[src/rtl/snn_pkg.sv]
// Shared types and default widths for the SNN event dispatcher slice.
package snn_pkg;

  localparam int N_PE_DEF        = 10;
  localparam int TIME_W_DEF      = 32;
  localparam int ADDR_W_DEF      = 9;
  localparam int CNT_W_DEF       = 16;
  localparam int TIMEOUT_CYC_DEF = 64;

  typedef enum logic [2:0] {
    ST_IDLE      = 3'd0,
    ST_CLEAR     = 3'd1,
    ST_ISSUE     = 3'd2,
    ST_WAIT_DONE = 3'd3,
    ST_ACK       = 3'd4
  } disp_state_t;

  typedef logic [N_PE_DEF-1:0] done_mask_t;

endpackage

[src/rtl/snn_done_barrier.sv]
// Accumulates per-PE done requests and reports when every PE has answered.
// DISPATCH_TIMEOUT_EN adds a watchdog that fires after TIMEOUT_CYC enabled cycles.
module snn_done_barrier
  import snn_pkg::*;
#(
  parameter int N_PE        = N_PE_DEF,
  parameter int TIMEOUT_CYC = TIMEOUT_CYC_DEF
) (
  input  logic            local_clk,
  input  logic            rst,
  input  logic            clear,
  input  logic            enable,
  input  logic [N_PE-1:0] done_req,
  output logic            all_done,
  output logic            timeout
);

  logic [N_PE-1:0] mask_r;
  logic [N_PE-1:0] merged_s;

  assign merged_s = mask_r | done_req;
  assign all_done = enable && (&merged_s);

  // done mask: cleared on issue, accumulates only while waiting
  always_ff @(posedge local_clk or posedge rst) begin
    if (rst) begin
      mask_r <= '0;
    end else if (clear) begin
      mask_r <= '0;
    end else if (enable) begin
      mask_r <= merged_s;
    end else begin
      mask_r <= mask_r;
    end
  end

`ifdef DISPATCH_TIMEOUT_EN
  localparam int WD_W = $clog2(TIMEOUT_CYC + 1);
  logic [WD_W-1:0] wd_r;

  // timeout asserts on the TIMEOUT_CYC-th waiting cycle
  assign timeout = enable && !all_done && (wd_r == WD_W'(TIMEOUT_CYC - 1));

  // watchdog cycle counter for the current wait
  always_ff @(posedge local_clk or posedge rst) begin
    if (rst) begin
      wd_r <= '0;
    end else if (clear) begin
      wd_r <= '0;
    end else if (enable && !timeout) begin
      wd_r <= wd_r + WD_W'(1);
    end else begin
      wd_r <= wd_r;
    end
  end
`else
  assign timeout = 1'b0;
`endif

endmodule

[src/rtl/snn_event_dispatcher.sv]
// Broadcasts AER events to all PEs and barriers on their done requests.
// Optional barrier watchdog: define DISPATCH_TIMEOUT_EN.
module snn_event_dispatcher
  import snn_pkg::*;
#(
  parameter int N_PE        = N_PE_DEF,
  parameter int TIME_W      = TIME_W_DEF,
  parameter int ADDR_W      = ADDR_W_DEF,
  parameter int CNT_W       = CNT_W_DEF,
  parameter int TIMEOUT_CYC = TIMEOUT_CYC_DEF
) (
  input  logic              local_clk,
  input  logic              rst,
  input  logic              i_start,
  input  logic              i_evt_valid,
  output logic              o_evt_ready,
  input  logic [TIME_W-1:0] i_evt_time,
  input  logic [ADDR_W-1:0] i_evt_addr,
  input  logic              i_evt_last,
  output logic              o_aer_req,
  output logic [TIME_W-1:0] o_aer_time,
  output logic [ADDR_W-1:0] o_aer_addr,
  input  logic [N_PE-1:0]   i_done_req,
  output logic [N_PE-1:0]   o_done_ack,
  output logic              o_reset_potential,
  output logic              o_sample_done,
  output logic [CNT_W-1:0]  o_evt_count,
  output logic              o_busy,
  output logic              o_timeout_err
);

  disp_state_t       state_r, state_s;
  logic              start_pend_r;
  logic              last_r;
  logic [TIME_W-1:0] aer_time_r;
  logic [ADDR_W-1:0] aer_addr_r;
  logic [CNT_W-1:0]  count_r;
  logic              accept_s;
  logic              all_done_s;
  logic              timeout_s;

  snn_done_barrier #(
    .N_PE        (N_PE),
    .TIMEOUT_CYC (TIMEOUT_CYC)
  ) u_barrier (
    .local_clk (local_clk),
    .rst       (rst),
    .clear     (state_r == ST_ISSUE),
    .enable    (state_r == ST_WAIT_DONE),
    .done_req  (i_done_req),
    .all_done  (all_done_s),
    .timeout   (timeout_s)
  );

  // ready is the only output with a path from an input (i_start)
  assign o_evt_ready       = (state_r == ST_IDLE) && !rst && !i_start && !start_pend_r;
  assign accept_s          = o_evt_ready && i_evt_valid;
  assign o_aer_req         = (state_r == ST_ISSUE);
  assign o_aer_time        = aer_time_r;
  assign o_aer_addr        = aer_addr_r;
  assign o_done_ack        = {N_PE{state_r == ST_ACK}};
  assign o_reset_potential = (state_r == ST_CLEAR);
  assign o_sample_done     = (state_r == ST_ACK) && last_r;
  assign o_evt_count       = count_r;
  assign o_busy            = (state_r != ST_IDLE);

  // state register
  always_ff @(posedge local_clk or posedge rst) begin
    if (rst) begin
      state_r <= ST_IDLE;
    end else begin
      state_r <= state_s;
    end
  end

  // next-state decode
  always_comb begin
    state_s = state_r;
    case (state_r)
      ST_IDLE: begin
        if (i_start || start_pend_r) begin
          state_s = ST_CLEAR;
        end else if (accept_s) begin
          state_s = ST_ISSUE;
        end else begin
          state_s = ST_IDLE;
        end
      end
      ST_CLEAR:     state_s = ST_IDLE;
      ST_ISSUE:     state_s = ST_WAIT_DONE;
      ST_WAIT_DONE: begin
        if (all_done_s || timeout_s) begin
          state_s = ST_ACK;
        end else begin
          state_s = ST_WAIT_DONE;
        end
      end
      ST_ACK:       state_s = ST_IDLE;
      default:      state_s = ST_IDLE;
    endcase
  end

  // event latch, pending start and saturating event counter
  always_ff @(posedge local_clk or posedge rst) begin
    if (rst) begin
      start_pend_r <= 1'b0;
      last_r       <= 1'b0;
      aer_time_r   <= '0;
      aer_addr_r   <= '0;
      count_r      <= '0;
    end else begin
      if (state_r == ST_CLEAR) begin
        start_pend_r <= 1'b0;
      end else if (i_start && (state_r != ST_IDLE)) begin
        start_pend_r <= 1'b1;
      end else begin
        start_pend_r <= start_pend_r;
      end
      if (accept_s) begin
        aer_time_r <= i_evt_time;
        aer_addr_r <= i_evt_addr;
        last_r     <= i_evt_last;
      end else begin
        aer_time_r <= aer_time_r;
        aer_addr_r <= aer_addr_r;
        last_r     <= last_r;
      end
      if (state_r == ST_CLEAR) begin
        count_r <= '0;
      end else if ((state_r == ST_ACK) && (count_r != {CNT_W{1'b1}})) begin
        count_r <= count_r + CNT_W'(1);
      end else begin
        count_r <= count_r;
      end
    end
  end

`ifdef DISPATCH_TIMEOUT_EN
  logic err_r;

  assign o_timeout_err = err_r;

  // sticky watchdog flag, cleared only by a new sample
  always_ff @(posedge local_clk or posedge rst) begin
    if (rst) begin
      err_r <= 1'b0;
    end else if (state_r == ST_CLEAR) begin
      err_r <= 1'b0;
    end else if ((state_r == ST_WAIT_DONE) && timeout_s) begin
      err_r <= 1'b1;
    end else begin
      err_r <= err_r;
    end
  end
`else
  assign o_timeout_err = 1'b0;
`endif

endmodule

[config.mk]
export PLATFORM = sky130hd
export DESIGN_NAME = snn_event_dispatcher
export DESIGN_NICKNAME = d
export VERILOG_FILES = /design/src/rtl/snn_pkg.sv /design/src/rtl/snn_done_barrier.sv /design/src/rtl/snn_event_dispatcher.sv
export SDC_FILE = /design/constraint.sdc
export NUM_CORES = 1
export LEC_CHECK = 0
export CORE_ASPECT_RATIO = 1.1
export CORE_MARGIN = 1.5
export CORE_UTILIZATION = 47
export DETAILED_ROUTE_END_ITERATION = 7
export PLACE_DENSITY_LB_ADDON = 0.2
export SETUP_SLACK_MARGIN = 0.1
export SLEW_MARGIN = 0
export SYNTH_ARGS = -nofsm -noshare
export SYNTH_HDL_FRONTEND = slang
export SYNTH_HIERARCHICAL = 1
export SYNTH_SLANG_ARGS = --single-unit
[constraint.sdc]
create_clock -name local_clk -period 4.6 [get_ports local_clk]
set_input_delay 0.69 -clock local_clk [delete_from_list [all_inputs] [get_ports local_clk]]
set_output_delay 0.69 -clock local_clk [all_outputs]
set_load 0.03 [all_outputs]
==> results.py <==
metrics = {
    "synthesis": {
        "async_reset_ff_frac": 1.00,
        "synth_top_area_frac": 0.536,
        "synthTopCellsByArea": "dfrtp_1 54%, mux2_4 17%, a21oi_1 2.8%",
        "syn_area_sq_um": 3360,
        "synth_area_leader_cell": "dfrtp_1",
        "yosysWarnings": 6,
        "synth_ff_type": "dfrtp_1",
        "yosysUniqueCellTypes": 44,
        "yosysSeqAreaShare": 0.536,
        "avgSynthCellArea_sq_um": 12.7,
        "synth-edff-count": 0,
        "synth_nets": 322,
        "ys_ff_latch": 72,
        "syn_inst": 265,
    },
    "floorplanning": {
        "num_rows": 32,
        "die_x_microns": 83.7,
        "dieHeight_microns": 91.7,
        "dieArea_sq_um": 7670,
        "coreArea_sq_um": 6970,
        "start_util": 0.483,
        "io_pins": 129,
    },
    "global_routing": {
        "grt_start_max_net_pins": 44,
        "antenna_found_initial": 0,
        "grt_pass1_vias": 2543,
        "grt_pass1_wl_mm": 12.5,
        "grt_overflow": 0,
        "gr-usage-all-layers": 0.205,
    },
    "timing": {
        "hold_ws_ns": 0.500,
        "worstMarginPinSlew_ns": 0.810,
        "hold_violations": 0,
        "rsz0062_at_grt": "false",
        "min_period_over_period": 0.688,
        "setup_viol": 0,
        "fin_skew_ns": 0.0107,
        "max_clock_freq_ghz": 0.316,
        "slew_violations": 0,
        "setup_slack_ns": 1.44,
        "finalCriticalPeriod_ns": 3.16,
        "relSlewSlack": 0.460,
        "setup_tns_ns": 0,
    },
    "setup_path": {
        "required_ns": 3.91,
        "critPathKind": "in2out",
        "rr_startpoint": "state_r[2]",
        "worstPathCellList": "clkdlybuf4s50_1, or3_4, nor4_4, clkdlybuf4s50_1",
        "crit_buf_inv": 2,
        "startpoint_type": "input port",
        "rr_worst_depth": 8,
        "crit_top_cell": "clkdlybuf4s50_1",
        "slowest_stage": "clkdlybuf4s50_1",
        "crit_fanout": 2,
        "cp.arrival_ns": 2.47,
        "cp_top_family": "buffers and inverters",
        "slowest_delay_ns": 0.74,
        "rrSetupSlack_ns": 2.11,
        "rr_endpoint": "state_r[0]",
        "endpoint_kind": "output port",
    },
    "clock_tree": {
        "htree_levels": 3,
        "postCtsHoldBufs": 0,
        "clockBufferDepth": 2,
        "root_buffer": "clkbuf_8",
        "post_cts_buffers": 0,
        "insertion_delay_ns": 0.34,
        "cts.repair.resized": 0,
        "cts.sinks": 72,
        "cts_buffers": 9,
        "clk_pin_slew_worst_paths_ns": 0.08,
        "cts_tree": "done",
    },
    "pwr": {
        "ir_drop_mv": 0.450,
        "p_leak_nw": 2.16,
        "cellPowerDensity_nw_per_um2": 607,
    },
    "worst_hold_path": {
        "hold_depth": 2,
        "holdPathEnd": "u_barrier/mask_r[5]",
        "min_from": "u_barrier/mask_r[5]",
        "hold_path_class": "reg2reg",
    },
    "finish": {
        "final_util": 0.692,
        "fin_nets": 442,
        "diodes": 0,
        "mostFrequentLayoutCells": "127 x clkdlybuf4s50_1, 72 x dfrtp_1, 39 x mux2_4",
        "syn_to_final_growth_pct": 43.3,
        "layout-drive-gt1-share": 0.177,
        "final_common_cell": "clkdlybuf4s50_1",
        "fin_cells": 475,
    },
    "drt": {
        "routed_via_density": 5.27,
        "vias": 2504,
        "drtPass1Iterations": 4,
        "wirelength_mm": 7.59,
        "ant_nets": 0,
        "drc": 0,
        "wire_per_inst_microns": 16.0,
        "drt-initial-drc-count": 78,
    },
    "placed_design": {
        "dp.cells": 459,
        "place_congestion": 0.853,
        "port_buffers": 127,
        "dp_slack_ns": 1.44,
        "place_hpwl_mm": 5.46,
    },
    "outcome": {
        "outcome": "complete, no violations",
    },
    "run": {
        "drv_cap": 0,
    },
}
[worst reg2reg max path, cell delays in order, from the launching register on]
cell and delay (ns):
dfrtp_1 0.50, nand2b_1 0.22, nor2_1 0.51, o21ai_0 0.17, or4_1 0.54, nor3_2 0.11
nor2_1 0.08, a22oi_1 0.16, nor2_1 0.06
[per-layer routing]
layer | vias to the layer above | global-route usage | part of all wire
met5 | - | 0 | 0
met4 | 0 | 0.0902 | 0.025
met3 | 14 | 0.0450 | 0.050
met2 | 84 | 0.341 | 0.51
met1 | 1223 | 0.256 | 0.41
li1 | 1183 | - | -
[cells by family (layout without fill, tap and decap cells)]
family,count (synthesis),after routing,synth area share
simple gates,74,74,0.133
flops,72,72,0.536
compound gates,46,46,0.0837
mux,44,44,0.190
buf+inv,26,151,0.0517
other cells,2,2,0.00223
fa+ha+maj,1,1,0.00372
[power breakdown]
| group | switching [W] | total, W | internal [W] |
|---|---|---|---|
| clock network | 0.000241 | 0.000524 | 0.000283 |
| logic | 0.000703 | 0.00138 | 0.000679 |
| registers | 0.000153 | 0.00102 | 0.000866 |
[per-stage QoR]
step | power (W) | cell area, sq um
6_report | 0.00292 | 4820
3_3_place_gp | 0.00238 | 4600
5_1_grt | 0.00306 | 4820
3_5_place_dp | 0.00242 | 4600
2_1_floorplan | 0.00187 | 3360
4_1_cts | 0.00295 | 4820
[area by class of cell]
cell class                 count  area (sq um)
clock buffer                  11           151
clock inverter                 5          62.6
fill                         539          2150
inverter                       6          22.5
multi-input combinational    167          1390
sequential                    72          1800
tap                           85           106
timing repair buffer         129          1290
[sequential cells by signal, indices dropped and copies added (netlist names)]
name              flops
o_aer_time           32
o_evt_count          16
u_barrier/mask_r     10
o_aer_addr            9
start_pend_r          1
last_r                1
state_r               3
[cells in the mapped netlist (4+ instances only)]
library cell and n:
dfrtp_1 72, buf_4 12, nand2_1 8, or3_1 6, o31ai_1 6, a21oi_1 19, buf_6 4, mux2_4 39
nor2_1 22, and2_1 5, nand3_1 6, o21ai_0 8, o22ai_1 4, nand4_1 4, inv_1 6
[how the worst max path moves through the flow]
stage,slack (ns),cells after the start,from,to
final,1.44,4,i_start,o_evt_ready
after global placement,1.44,4,i_start,o_evt_ready
after detailed placement,1.44,4,i_start,o_evt_ready
after global routing,1.33,4,i_start,o_evt_ready
after floorplan,2.34,5,i_start,last_r
after CTS,1.43,4,i_start,o_evt_ready
Note: power is estimated with default switching activity, not from simulation.
